## config.mk

```make
export PLATFORM = sky130hd
export DESIGN_NAME = meter_ctrl
export DESIGN_NICKNAME = d
export VERILOG_FILES = /design/src/rtl/meter_ctrl.sv
export SDC_FILE = /design/constraint.sdc
export NUM_CORES = 1
export LEC_CHECK = 0
export ABC_AREA = 1
export ABC_CLOCK_PERIOD_IN_PS = 7200
export CAP_MARGIN = 20
export CORE_ASPECT_RATIO = 0.9
export CORE_UTILIZATION = 60
export DETAILED_ROUTE_END_ITERATION = 10
export HOLD_SLACK_MARGIN = 0.08
export PLACE_DENSITY = 0.87
export SETUP_SLACK_MARGIN = 0.5
export SYNTH_ARGS = -nofsm -noshare
export SYNTH_HDL_FRONTEND = slang
export SYNTH_SLANG_ARGS = --single-unit
```

## constraint.sdc

```tcl
create_clock -name clk -period 7.2 [get_ports clk]
set_input_delay 1.08 -clock clk [delete_from_list [all_inputs] [get_ports clk]]
set_output_delay 1.08 -clock clk [all_outputs]
set_load 0.005 [all_outputs]
```

## src/rtl/meter_ctrl.sv

```systemverilog
// meter_ctrl: sequencing controller for the parking-meter countdown.
//   Arbitrates the coin buttons and preset switches into at most one action per
//   cycle. Generates half-second and one-second ticks from clk. Holds the
//   saturating remaining time. Drives mode and the display-blink enable.
// Ports:
//   clk, clr_n          system clock, async active-low reset
//   pulse_btn{u,l,r,d}  one-cycle add requests (30/120/180/300 s)
//   sw0, sw1            level presets (15 s / 185 s) while high
//   time_out[13:0]      remaining seconds (registered)
//   disp_on             display enable, 0 = blank (registered)
//   mode[1:0]           00 EXPIRED, 01 LOW, 10 RUN (registered)
module meter_ctrl #(
  parameter int HALF_SEC_CYCLES = 50_000_000,
  parameter int MAX_TIME        = 9999,
  parameter int LOW_THRESH      = 200
) (
  input  logic        clk,
  input  logic        clr_n,
  input  logic        pulse_btnu,
  input  logic        pulse_btnl,
  input  logic        pulse_btnr,
  input  logic        pulse_btnd,
  input  logic        sw0,
  input  logic        sw1,
  output logic [13:0] time_out,
  output logic        disp_on,
  output logic [1:0]  mode
);

  localparam int CW = (HALF_SEC_CYCLES > 1) ? $clog2(HALF_SEC_CYCLES) : 1;
  localparam logic [CW-1:0] CNT_LAST = CW'(HALF_SEC_CYCLES - 1);

  typedef enum logic [1:0] {
    MODE_EXPIRED = 2'b00,
    MODE_LOW     = 2'b01,
    MODE_RUN     = 2'b10
  } mode_e;

  logic [CW-1:0] cnt_q, cnt_d;
  logic          phase_q, phase_d;
  logic [13:0]   val_q, val_d;
  logic          disp_q, disp_d;
  mode_e         mode_q, mode_d;

  logic          sw_hold, half_tick, sec_tick, btn_any;
  logic [13:0]   dec_val;
  logic [14:0]   add_amt, sum;

  always_comb begin
    sw_hold   = sw0 | sw1;
    // Switches freeze the prescaler at 0, so no tick can fire while held.
    half_tick = !sw_hold && (cnt_q == CNT_LAST);
    sec_tick  = half_tick && phase_q;
    cnt_d     = (sw_hold || half_tick) ? '0 : cnt_q + 1'b1;
    phase_d   = sw_hold ? 1'b0 : (phase_q ^ half_tick);

    // A tick coincident with a button add is folded in, not dropped.
    dec_val   = (sec_tick && (val_q != 14'd0)) ? val_q - 14'd1 : val_q;

    btn_any   = pulse_btnu | pulse_btnl | pulse_btnr | pulse_btnd;
    add_amt   = 15'd0;
    if      (pulse_btnu) add_amt = 15'd30;
    else if (pulse_btnl) add_amt = 15'd120;
    else if (pulse_btnr) add_amt = 15'd180;
    else if (pulse_btnd) add_amt = 15'd300;
    sum       = {1'b0, dec_val} + add_amt;

    val_d = dec_val;
    if      (sw0)     val_d = 14'd15;
    else if (sw1)     val_d = 14'd185;
    else if (btn_any) val_d = (sum > 15'(MAX_TIME)) ? 14'(MAX_TIME) : sum[13:0];

    // Mode follows the value being registered this cycle.
    if (val_d == 14'd0)                  mode_d = MODE_EXPIRED;
    else if (val_d < 14'(LOW_THRESH))    mode_d = MODE_LOW;
    else                                 mode_d = MODE_RUN;

    disp_d = disp_q;
    if (mode_d != mode_q) disp_d = 1'b1;
    else begin
      case (mode_d)
        MODE_LOW:     if (sec_tick)  disp_d = ~disp_q;
        MODE_EXPIRED: if (half_tick) disp_d = ~disp_q;
        default:      disp_d = 1'b1;
      endcase
    end
  end

  always_ff @(posedge clk or negedge clr_n) begin
    if (!clr_n) begin
      cnt_q   <= '0;
      phase_q <= 1'b0;
      val_q   <= 14'd0;
      mode_q  <= MODE_EXPIRED;
      disp_q  <= 1'b1;
    end else begin
      cnt_q   <= cnt_d;
      phase_q <= phase_d;
      val_q   <= val_d;
      mode_q  <= mode_d;
      disp_q  <= disp_d;
    end
  end

  assign time_out = val_q;
  assign disp_on  = disp_q;
  assign mode     = mode_q;

endmodule

```

* Word-level counts from Yosys, hierarchy flattened
Cells that the tools add are included.
** Storage, ports and cells
- Bits in registers :: 44
- Bits of input ports :: 8
- Output and inout bits :: 17
** Operators by class
- $add $sub $neg :: 3
- Magnitude comparators :: 2
- Eq/ne operators :: 5
- Muxes and demuxes :: 17
- Bitwise logic cells :: 6
- Reduce and logical (&&, ||, !) cells :: 9
** Operator list (count)
- 14-bit two-way mux :: 5
- 9-bit two-way mux :: 3
- 26-bit by 1-bit adder with 26-bit output (second input constant) :: 1
- 26-bit == test (second input constant) :: 1
- 26-bit two-way mux :: 1
- 14-bit by 15-bit adder with 15-bit output :: 1
- 15-bit by 14-bit > comparator with 1-bit output (second input constant) :: 1
- 15-bit two-way mux :: 1
- 14-bit zero test :: 1
- 14-bit by 8-bit less-than comparator with 1-bit output (second input constant) :: 1
- 14-bit nonzero test :: 1
- 14-bit by 1-bit subtractor with 14-bit output (second input constant) :: 1
- 3-bit != test (second input constant) :: 2
- 1-bit two-way mux :: 4
- 2-bit two-way mux :: 2
- 1-bit bitwise OR :: 4
- 1-bit logical AND :: 3
- 2-bit by 1-bit == test with 1-bit output (second input constant) :: 1
- 2-bit zero test :: 1
- 2-bit != test :: 1
- 1-bit case mux with 2 select lines :: 1
- 2-bit AND reduction :: 1
- 1-bit zero test :: 1
- 1-bit logical OR :: 1
- other kinds (2) :: 2

* Logic depth before layout (Yosys ltp)
Gate-level depths: netlist of the first run.
- Depth after elaboration :: 18
- Mapped depth :: 42
- Depth with buffers taken out :: 41

* Least setup slack after synthesis of the first run
OpenSTA, ideal clock, no wires.
- Path kind :: in2reg
- Start :: input sw0
- End :: register disp_q, in the netlist disp_on
- Library setup time :: 0.083 ns
- Arrival time :: 4.813 ns
- Path slack :: 2.304 ns
- Stages :: 35
- Buffers on the path :: 1
- Cells stage by stage :: nor2_1 -> inv_1 -> nor2_1 -> ha_1 -> nand2_4 -> inv_2 -> buf_6 -> nand2_1 -> nor2_1 -> xor2_1 -> ha_1 -> nand2_1 -> nor2_1 -> a211oi_1 -> nor2_1 -> nand3_1 -> nand2_1 -> nand2_1 -> nand2_1 -> nand2_1 -> nand2_1 -> nor2_1 -> nand2_1 -> nand2_2 -> nand2_4 -> nand2_2 -> nand2_2 -> o21ai_1 -> nand2_1 -> nor2_4 -> nand3_1 -> nand2_1 -> nand2_1 -> nor2_1 -> nand3_1
** Between the ends
- Longest elaborated chain between the ends :: 18
- Elaborated cells between the ends (all ways) :: 24
- Those cells by class :: 1 x add/sub; 2 x order compare; 4 x eq/ne; 9 x mux; 1 x bitwise; 7 x reduce/logical
** Ends and longest elaborated chain
- start: declaration :: RTL line 23 : input logic sw0,
- 1-bit bitwise OR :: RTL line 50 : sw_hold = sw0 | sw1;
- 1-bit zero test :: RTL line 52 : half_tick = !sw_hold && (cnt_q == CNT_LAST);
- 1-bit logical AND :: RTL line 52
- 1-bit logical AND :: RTL line 53 : sec_tick = half_tick && phase_q;
- 1-bit logical AND :: RTL line 58 : dec_val = (sec_tick && (val_q != 14'd0)) ? val_q - 14'd1 : val_q;
- 14-bit two-way mux :: RTL line 58
- 14-bit by 15-bit adder with 15-bit output :: RTL line 66 : sum = {1'b0, dec_val} + add_amt;
- 15-bit by 14-bit > comparator with 1-bit output :: RTL line 71 : else if (btn_any) val_d = (sum > 15'(MAX_TIME)) ? 14'(MAX_TIME) : sum[13:0];
- 14-bit two-way mux (2 in series) :: RTL line 71
- 14-bit two-way mux :: RTL line 70 : else if (sw1) val_d = 14'd185;
- 14-bit two-way mux :: RTL line 69 : if (sw0) val_d = 14'd15;
- 14-bit by 8-bit less-than comparator with 1-bit output :: RTL line 75 : else if (val_d < 14'(LOW_THRESH)) mode_d = MODE_LOW;
- 2-bit two-way mux :: RTL line 75
- 2-bit two-way mux :: RTL line 74 : if (val_d == 14'd0) mode_d = MODE_EXPIRED;
- 2-bit by 1-bit == test with 1-bit output, or another cell as far along :: RTL line 81 : case (mode_d)
- 1-bit case mux with 2 select lines / 3-bit != test (equally long branches)
- 1-bit two-way mux / 2-bit AND reduction (equally long branches)
- end signal: assignment :: RTL line 101 : disp_q <= disp_d;
- end: declaration :: RTL line 42 : logic disp_q, disp_d;
Parallel ways exist; a longest one is shown, timed or not.
A chain may end at the register's enable or synchronous reset.

* Worst setup path in the final report of the first run
- Start :: input sw1
- End :: register disp_q, in the netlist disp_on
** Between the ends
- Longest elaborated chain between the ends :: 18
- Elaborated cells between the ends (all ways) :: 24
- Those cells by class :: 1 x add/sub; 2 x order compare; 4 x eq/ne; 9 x mux; 1 x bitwise; 7 x reduce/logical
** Ends and longest elaborated chain
- start: declaration :: RTL line 24 : input logic sw1,
- 1-bit bitwise OR :: RTL line 50
- 1-bit zero test :: RTL line 52
- 1-bit logical AND :: RTL line 52
- 1-bit logical AND :: RTL line 53
- 1-bit logical AND :: RTL line 58
- 14-bit two-way mux :: RTL line 58
- 14-bit by 15-bit adder with 15-bit output :: RTL line 66
- 15-bit by 14-bit > comparator with 1-bit output :: RTL line 71
- [3 not listed]
- 14-bit two-way mux (*) :: RTL line 69
- 14-bit by 8-bit less-than comparator with 1-bit output :: RTL line 75
- 2-bit two-way mux :: RTL line 75
- 2-bit two-way mux (*) :: RTL line 74
- named net mode_d[1] :: RTL line 43 : mode_e mode_q, mode_d;
- 2-bit by 1-bit == test with 1-bit output, or another cell as far along :: RTL line 81
- 1-bit case mux with 2 select lines / 3-bit != test (equally long branches)
- 1-bit two-way mux / 2-bit AND reduction (equally long branches)
The timed path passes the listed nets; every way through them passes the cells marked *.

==> results.toml, run 1 <==
[floorplanning]
initial_core_util = 0.624
die-area_um2 = 5800
ioPinCount = 25
die_w_um = 80.2
num_rows = 25
die_h_um = 72.3
coreArea_um2 = 5290

[clock_network]
cts_resized = 0
cts_hold_buffers = 0
clock-sinks = 44
post_cts_buffers = 0
cts_tree = "built"
root_buffer = "clkbuf_8"
clkTransAtPathRegs_ns = 0.09
h-tree-depth = 2
worstSkewPairLatency_ns = 0.30
clockBufferDepth = 2
numCtsBuffers = 5

[synth]
netlist_area_um2 = 3300
syn_avg_cell_area_um2 = 6.72
netlist.top_cell.by_area = "dfrtp_1"
ys_ff_latch = 44
syn_nets = 510
yosysWarnings = 0
syn_inst = 491
synthArstFlopShare = 1.00
synth_edf_count = 0
synth_area_leaders = "dfrtp_1 33%, nand2_1 13%, inv_1 9.1%"
seq_area_frac_synth = 0.334
synth_flop_cell = "dfrtp_1"
ys_types = 35
synth.top_cell.area_share = 0.326

[drt]
drt_first_pass_iters = 5
wl_per_cell_um = 13.1
antenna_left = 0
drt-initial-drc-count = 272
vias = 3127
drc = 0
routed_wl_um = 7710
routed_via_density = 5.32

[sta]
finalHoldViolCount = 0
setup-violations-final = 0
hold_ws_ns = 0.477
final.setup.tns_ns = 0
rsz0062_at_grt = "no"
drv_slew = 0
tightest_slew_ns = 0.813
fin_crit_sh = 0.804
min_period_ns = 5.79
max_freq_mhz = 173
slew_headroom = 0.457
finClkSkew_ns = 0.0125

[min_path]
min_path_type = "register to register"
min_from = "cnt_q[0]"

[worst_setup_path]
crit_arrival_ns = 6.01
critPathRequiredTime_ns = 7.42
cp_slowest_stage_delay_ns = 0.49
r2r_start = "cnt_q[17]"
crit_path_start_kind = "input port"
endpoint_kind = "register"
crit_type = "input port to register"
setup.worst_path.start = "sw1"
worstPathMaxFanout = 11
critPathSlowestCell = "clkdlybuf4s50_1"

[global_routing]
antenna_found_initial = 0
grt_max_degree = 45
grtUsageTotal = 0.287
grt_pass1_wl_um = 13000
grt_pass1_vias = 3011
overflow = 0

[finish]
fillers = 440
n_antenna_cell = 0
final_nets = 539
drive_gt1_frac = 0.0806
area_delta_synth_final_pct = 13.5
design_area_um2 = 3740

[pwr]
peakVddDrop_v = 0.000134
power.density_nw_per_um2 = 164
power.leakage_nw = 1.87

[place]
gp_congestion = 0.998
placed_cell_area_um2 = 3600
io_buffers = 24
dp_hpwl_um = 6020

[status]
status = "finished, final reports clean"

[run]
maxCapViolCount = 0
[routing by layer]
metal | track usage | part of all wire | up-vias
met4 | 0.115 | 0.031 | 0
met2 | 0.506 | 0.49 | 99
met1 | 0.346 | 0.42 | 1398
met3 | 0.0516 | 0.054 | 25
met5 | 0 | 0 | -
li1 | - | - | 1605
[Yosys cell counts, types with 3 or more instances]
library cell	number
nand3_1	31
xor2_1	11
dfrtp_1	43
ha_1	10
nor3_1	15
clkbuf_1	3
o21ai_1	3
nor4_1	6
o21ai_0	9
nor3b_1	12
a21oi_1	21
nor2_2	6
inv_1	80
xnor2_1	5
nand4_1	7
nand3b_1	5
nor2_1	76
nand2_2	12
nand2_1	115
[worst max-delay path: cells and delay by family]
kind            cells  cell delay, ns
compound gates      2            0.53
xor+xnor            1            0.28
fa+ha+maj           2            0.58
buf+inv             4            0.99
simple gates       25            2.53
[cell families after synthesis]
group,Yosys count,synth area share
AO/OA/AOI/OAI,41,0.0725
XOR/XNOR,16,0.0425
adder cells (fa/ha/maj),11,0.0440
buffers and inverters,86,0.100
flip-flops,44,0.334
AND/OR/NAND/NOR,293,0.407
[layout by cell type (no fill, tap or decap), drive strengths merged]
master	instances
nand2	129
nor2	83
inv	82
dfrtp	43
nand3	33
clkdlybuf4s50	23
a21oi	23
nor3	15
o21ai	13
nor3b	12
xor2	11
ha	10
nand4	7
nor4	6
clkbuf	6
xnor2	5
nand3b	5
or2	3
buf	3
o21a	2
a211oi	1
o21bai	1
a31oi	1
fa	1
clkinv	1
bufinv	1
dfstp	1
[sequential cells by signal, summed over array words and instances, names as in the netlist]
| signal | flops |
|---|---|
| mode | 2 |
| disp_on | 1 |
| phase_q | 1 |
| cnt_q | 26 |
| time_out | 14 |
[cell type report]
type / count / area (um2) / area share
clock buffer: 6 / 82.6 / 0.0221
clock inverter: 2 / 38.8 / 0.0104
inverter: 82 / 308 / 0.0822
multi-input combinational: 361 / 1870 / 0.498
sequential: 44 / 1100 / 0.294
tap: 67 / 83.8 / 0.0224
timing repair buffer: 26 / 263 / 0.0702
[final timing paths]
path	end	slack, ns	cells past startpoint
max in group asynchronous	cnt_q[3]	6.06	2
hold / removal	cnt_q[0]	0.48	1
hold reg to reg	cnt_q[0]	0.48	1
setup reg to reg	disp_on	1.79	35
min in group asynchronous	time_out[12]	0.66	1
setup / recovery	disp_on	1.41	34
[through the flow]
step | total power, mW | std cells | utilization | setup slack (ns)
finish | 0.613 | 588 | 0.708 | 1.41
global route | 0.645 | 588 | 0.708 | 1.02
CTS | 0.614 | 587 | 0.704 | 1.48
detailed placement | 0.416 | 579 | 0.681 | 1.24
global placement | 0.415 | 579 | 0.681 | 1.37
floorplan | 0.364 | 491 | - | 2.30
[power by group]
group / leakage (nW) / switching (mW) / internal, mW
combinational: 1.23 / 0.0850 / 0.0601
sequential: 0.584 / 0.0130 / 0.258
clock: 0.0614 / 0.0839 / 0.113
(Power assumes the default switching activity.)
==> run 2, diff against run 1 <==
ABC_CLOCK_PERIOD_IN_PS = 4700   (was 7200)
CORE_UTILIZATION = 53   (was 60)
PLACE_DENSITY = 0.81   (was 0.87)
clock period = 4.7 ns   (was 7.2 ns; I/O delays follow)
==> results.toml, run 2 (synthesized netlist as in run 1, its figures left out) <==
[drt]
vias = 3817
routed_via_density = 5.81
antenna_left = 0
wl_per_cell_um = 17.2
drt-initial-drc-count = 426
drt_first_pass_iters = 5
drc = 0
routed_wl_um = 11300

[floorplanning]
num_rows = 26
ioPinCount = 25
die-area_um2 = 6540
coreArea_um2 = 5820
die_h_um = 76.8
die_w_um = 85.2
initial_core_util = 0.566

[worst_setup_path]
cpMostUsedCell = "nand2_1"
worstPathMaxFanout = 6
critPathSlowestCell = "dfrtp_1"
critPathRequiredTime_ns = 4.95
crit_path_start_kind = "register"
crit_arrival_ns = 5.08
endpoint_kind = "register"
crit_type = "register to register"
cp_slowest_stage_delay_ns = 0.43

[sta]
tightest_slew_ns = 0.989
setup-violations-final = 2
max_freq_mhz = 207
hold_ws_ns = 0.531
finClkSkew_ns = 0.0185
finalHoldViolCount = 0
fin_ws_ns = -0.135
fin_crit_sh = 1.03
min_period_ns = 4.84
drv_slew = 0
slew_headroom = 0.341
rsz0062_at_grt = "yes"

[global_routing]
antenna_found_initial = 0
grt_pass1_wl_um = 15800
overflow = 0
grt_max_degree = 45
grt_pass1_vias = 3446
grtUsageTotal = 0.308

[clock_network]
numCtsBuffers = 5
clock-sinks = 44
clkTransAtPathRegs_ns = 0.10
worstSkewPairLatency_ns = 0.31
clockBufferDepth = 2
h-tree-depth = 2
cts_hold_buffers = 0
cts_tree = "built"
root_buffer = "clkbuf_8"

[finish]
final_nets = 605
area_delta_synth_final_pct = 41.8
design_area_um2 = 4680
n_antenna_cell = 0
drive_gt1_frac = 0.308
layout_commonest_cell = "nand2_1"
final_cells = 657
top_register = "cnt_q"
largest_reg_flops = 26
layout_common_cells = "93 x nand2_1, 71 x inv_1, 65 x nor2_1"

[min_path]
min_path_type = "register to register"

[place]
gp_congestion = 0.992
place_inst = 614
dp_hpwl_um = 6780
placed_cell_area_um2 = 3870
io_buffers = 24

[pwr]
p_seq_frac = 0.395
switchingPower_uw = 353
peakVddDrop_v = 0.000173
power_frac_clock = 0.283
intPower_uw = 707
swShare = 0.333
power.leakage_nw = 2.25
power.density_nw_per_um2 = 227
pwr-share-comb = 0.322

[status]
violations = "setup timing"
status = "finished, violations left"

[run]
maxCapViolCount = 0
run 2: cell count changes in the layout (fill, tap and decap cells not counted), moves of 7 or more:
| cell | previous run | this run |
|---|---|---|
| nor2_1 | 76 | 65 |
| nor2_4 | 1 | 9 |
| nand2_2 | 12 | 29 |
| buf_4 | 1 | 58 |
| inv_2 | 2 | 9 |
| nand3_1 | 31 | 23 |
| buf_6 | 0 | 9 |
| nand2_1 | 115 | 93 |
| inv_1 | 80 | 71 |
run 2: final timing paths:
path | startpoint | to | slack [ns] | cells past startpoint
max | cnt_q[18] | disp_on | -0.14 | 36
min | disp_on | disp_on | 0.53 | 2
max reg2reg | cnt_q[18] | disp_on | -0.14 | 36
min reg2reg | disp_on | disp_on | 0.53 | 2
max in group asynchronous | clr_n | cnt_q[13] | 3.52 | 1
min in group asynchronous | clr_n | time_out[13] | 0.54 | 1
run 2: cell type report:
type / count / area, um2
multi-input combinational: 362 / 2290
fill: 354 / 1150
sequential: 44 / 1100
timing repair buffer: 91 / 772
inverter: 82 / 313
tap: 70 / 87.6
clock buffer: 6 / 72.6
clock inverter: 2 / 35.0
run 2: power groups by stage:
stage / combinational [mW] / clock (mW) / sequential (mW)
after floorplan: 0.144 / 0 / 0.417
after global placement: 0.242 / 0 / 0.422
after detailed placement: 0.248 / 0 / 0.422
after CTS: 0.267 / 0.293 / 0.416
after global routing: 0.366 / 0.312 / 0.419
final: 0.341 / 0.300 / 0.419
run 2: metal layers:
metal  global-route usage  share of wire  up-vias
li1                     -              -     1730
met1                0.407           0.39     1793
met2                0.515           0.48      239
met3               0.0549          0.084       55
met4               0.0915          0.041        0
met5                    0              0        -
run 2: per-stage QoR:
step	power [mW]	util	setup WS, ns	TNS (ns)
2_1_floorplan	0.561	-	0.472	0
3_3_place_gp	0.664	0.664	-0.170	-0.244
6_report	1.06	0.803	-0.135	-0.217
5_1_grt	1.10	0.803	-0.375	-0.762
4_1_cts	0.975	0.734	0.143	0
3_5_place_dp	0.670	0.664	-0.336	-0.652
run 2: repair_timing:
item / 4_1_cts / 5_1_grt
endpoints found under the setup margin: 17 / 17
resized for setup: 34 / 73
setup buffers: 17 / 17
gates cloned: 1 / 0
pin swaps: 23 / 30
run 2: worst max-delay path, delay by kind of cell (launching register included):
| family | cells | cell delay, ns |
|---|---|---|
| buffers and inverters | 2 | 0.21 |
| adders and majority gates | 3 | 0.61 |
| AOI/OAI and AO/OA | 3 | 0.37 |
| DFF | 1 | 0.43 |
| and+or+nand+nor | 28 | 3.14 |
==> run 3, diff against run 2 <==
CORE_ASPECT_RATIO = 1.5   (was 0.9)
==> results.toml, run 3 (synthesized netlist as in run 1, its figures left out) <==
[worst_setup_path]
worstPathMaxFanout = 6
r2r_slack_ns = -0.13
critPathRequiredTime_ns = 4.94
endpoint_kind = "register"
cp_top_family = "simple AND/OR/NAND/NOR gates"
cp_slowest_stage_delay_ns = 0.41
crit_arrival_ns = 5.07
critPathSlowestCell = "dfrtp_1"
critPathBufInv = 2
cpMostUsedCell = "nand2_2"
crit_type = "register to register"
crit_path_start_kind = "register"

[floorplanning]
die_w_um = 66.4
die-area_um2 = 6550
initial_core_util = 0.558
coreArea_um2 = 5910
die_h_um = 98.6
ioPinCount = 25
num_rows = 34

[place]
io_buffers = 24
gp_congestion = 0.931
dp_slack_ns = -0.410
dp_hpwl_um = 7120
placed_cell_area_um2 = 3980

[pwr]
p_seq_frac = 0.384
power.density_nw_per_um2 = 231
peakVddDrop_v = 0.000465
swShare = 0.312
power.leakage_nw = 2.30
intPower_uw = 746
total_power_mw = 1.08
power_frac_clock = 0.291
switchingPower_uw = 338
pwr-share-comb = 0.325

[clock_network]
clkTransAtPathRegs_ns = 0.09
clockBufferDepth = 2
cts_hold_buffers = 0
root_buffer = "clkbuf_8"
clock-sinks = 44
numCtsBuffers = 5
h-tree-depth = 2
cts_tree = "built"
worstSkewPairLatency_ns = 0.31

[global_routing]
grt_max_degree = 45
antenna_found_initial = 0
grtUsageTotal = 0.331
overflow = 0
grt_pass1_vias = 3829
grt_pass1_wl_um = 16500

[finish]
largest_reg_flops = 26
final_nets = 612
top_register = "cnt_q"
design_area_um2 = 4690
area_delta_synth_final_pct = 42.1
drive_gt1_frac = 0.320
layout_commonest_cell = "nand2_1"
layout_common_cells = "87 x nand2_1, 73 x inv_1, 70 x buf_4"
n_antenna_cell = 0

[drt]
routed_via_density = 5.60
drc = 0
antenna_left = 0
routed_wl_um = 10500
vias = 3727
drt_first_pass_iters = 5
drt-initial-drc-count = 269
wl_per_cell_um = 15.8

[sta]
fin_ws_ns = -0.135
rsz0062_at_grt = "yes"
finalHoldViolCount = 0
setup-violations-final = 3
min_period_ns = 4.83
slew_headroom = 0.349
hold_ws_ns = 0.549
finClkSkew_ns = 0.0145
tightest_slew_ns = 0.976
max_freq_mhz = 207
drv_slew = 0
fin_crit_sh = 1.03
final.setup.tns_ns = -0.199

[status]
status = "finished, violations left"
violations = "setup timing"

[run]
maxCapViolCount = 0

[min_path]
min_path_type = "input port to async pin"
[run 3: cell types whose count changed in the layout (fill, tap and decap cells not counted), moves of 3 or more]
cell	previous run	this run
buf_4	58	70
nand2_1	93	87
buf_6	9	4
nand2_2	29	33
nor2_2	9	13
a21oi_1	16	19
nand2_4	6	9
nor2_4	9	6
xor2_2	5	2
[run 3: worst paths after layout]
kind                             end  startpoint  depth (start not counted)
max in group asynchronous  cnt_q[16]       clr_n                          1
min                        cnt_q[23]       clr_n                          1
max                          disp_on    cnt_q[9]                         37
min in group clk             disp_on     disp_on                          2
min reg2reg                  disp_on     disp_on                          2
max reg2reg                  disp_on    cnt_q[9]                         37
[run 3: through the flow]
step,utilization,instances
final,0.792,666
after floorplan,-,491
after detailed placement,0.672,630
after global placement,0.672,630
after CTS,0.747,662
after global routing,0.792,666
[run 3: per-layer routing]
layer / GRT usage / part of all wire / vias to the layer above
li1: - / - / 1758
met1: 0.315 / 0.35 / 1751
met2: 0.609 / 0.53 / 145
met3: 0.0544 / 0.034 / 73
met4: 0.242 / 0.082 / 0
met5: 0 / 0 / -
[run 3: timing repair]
action,4_1_cts,5_1_grt
setup buffers,23,4
endpoints found under the setup margin,17,17
pin swaps,28,37
cloned,1,0
resized for setup,30,65
[run 3: final cells by class]
type                    count  area [um2]
multi-input cells         362        2250
fillers                   387        1230
flip-flops and latches     44        1100
repair buffers             98         806
inverters                  82         310
clock buffers               7        96.3
well taps                  72        90.1
clock inverters             1        30.0
[run 3: worst register-to-register path, delay by kind of cell, from the launching register on]
kind,cells,cell delay [ns]
xor gates and xnor gates,1,0.16
adders and majority gates,2,0.48
DFF,1,0.41
and+or+nand+nor,30,3.38
AOI/OAI and AO/OA,2,0.26
buffers and inverters,2,0.12
[run 3: power by group through the flow]
| stage | Clock (mW) | Sequential, mW | Combinational [mW] |
|---|---|---|---|
| 2_1_floorplan | 0 | 0.417 | 0.144 |
| 3_3_place_gp | 0 | 0.420 | 0.259 |
| 3_5_place_dp | 0 | 0.421 | 0.265 |
| 4_1_cts | 0.317 | 0.414 | 0.298 |
| 5_1_grt | 0.331 | 0.417 | 0.383 |
| 6_report | 0.316 | 0.416 | 0.353 |
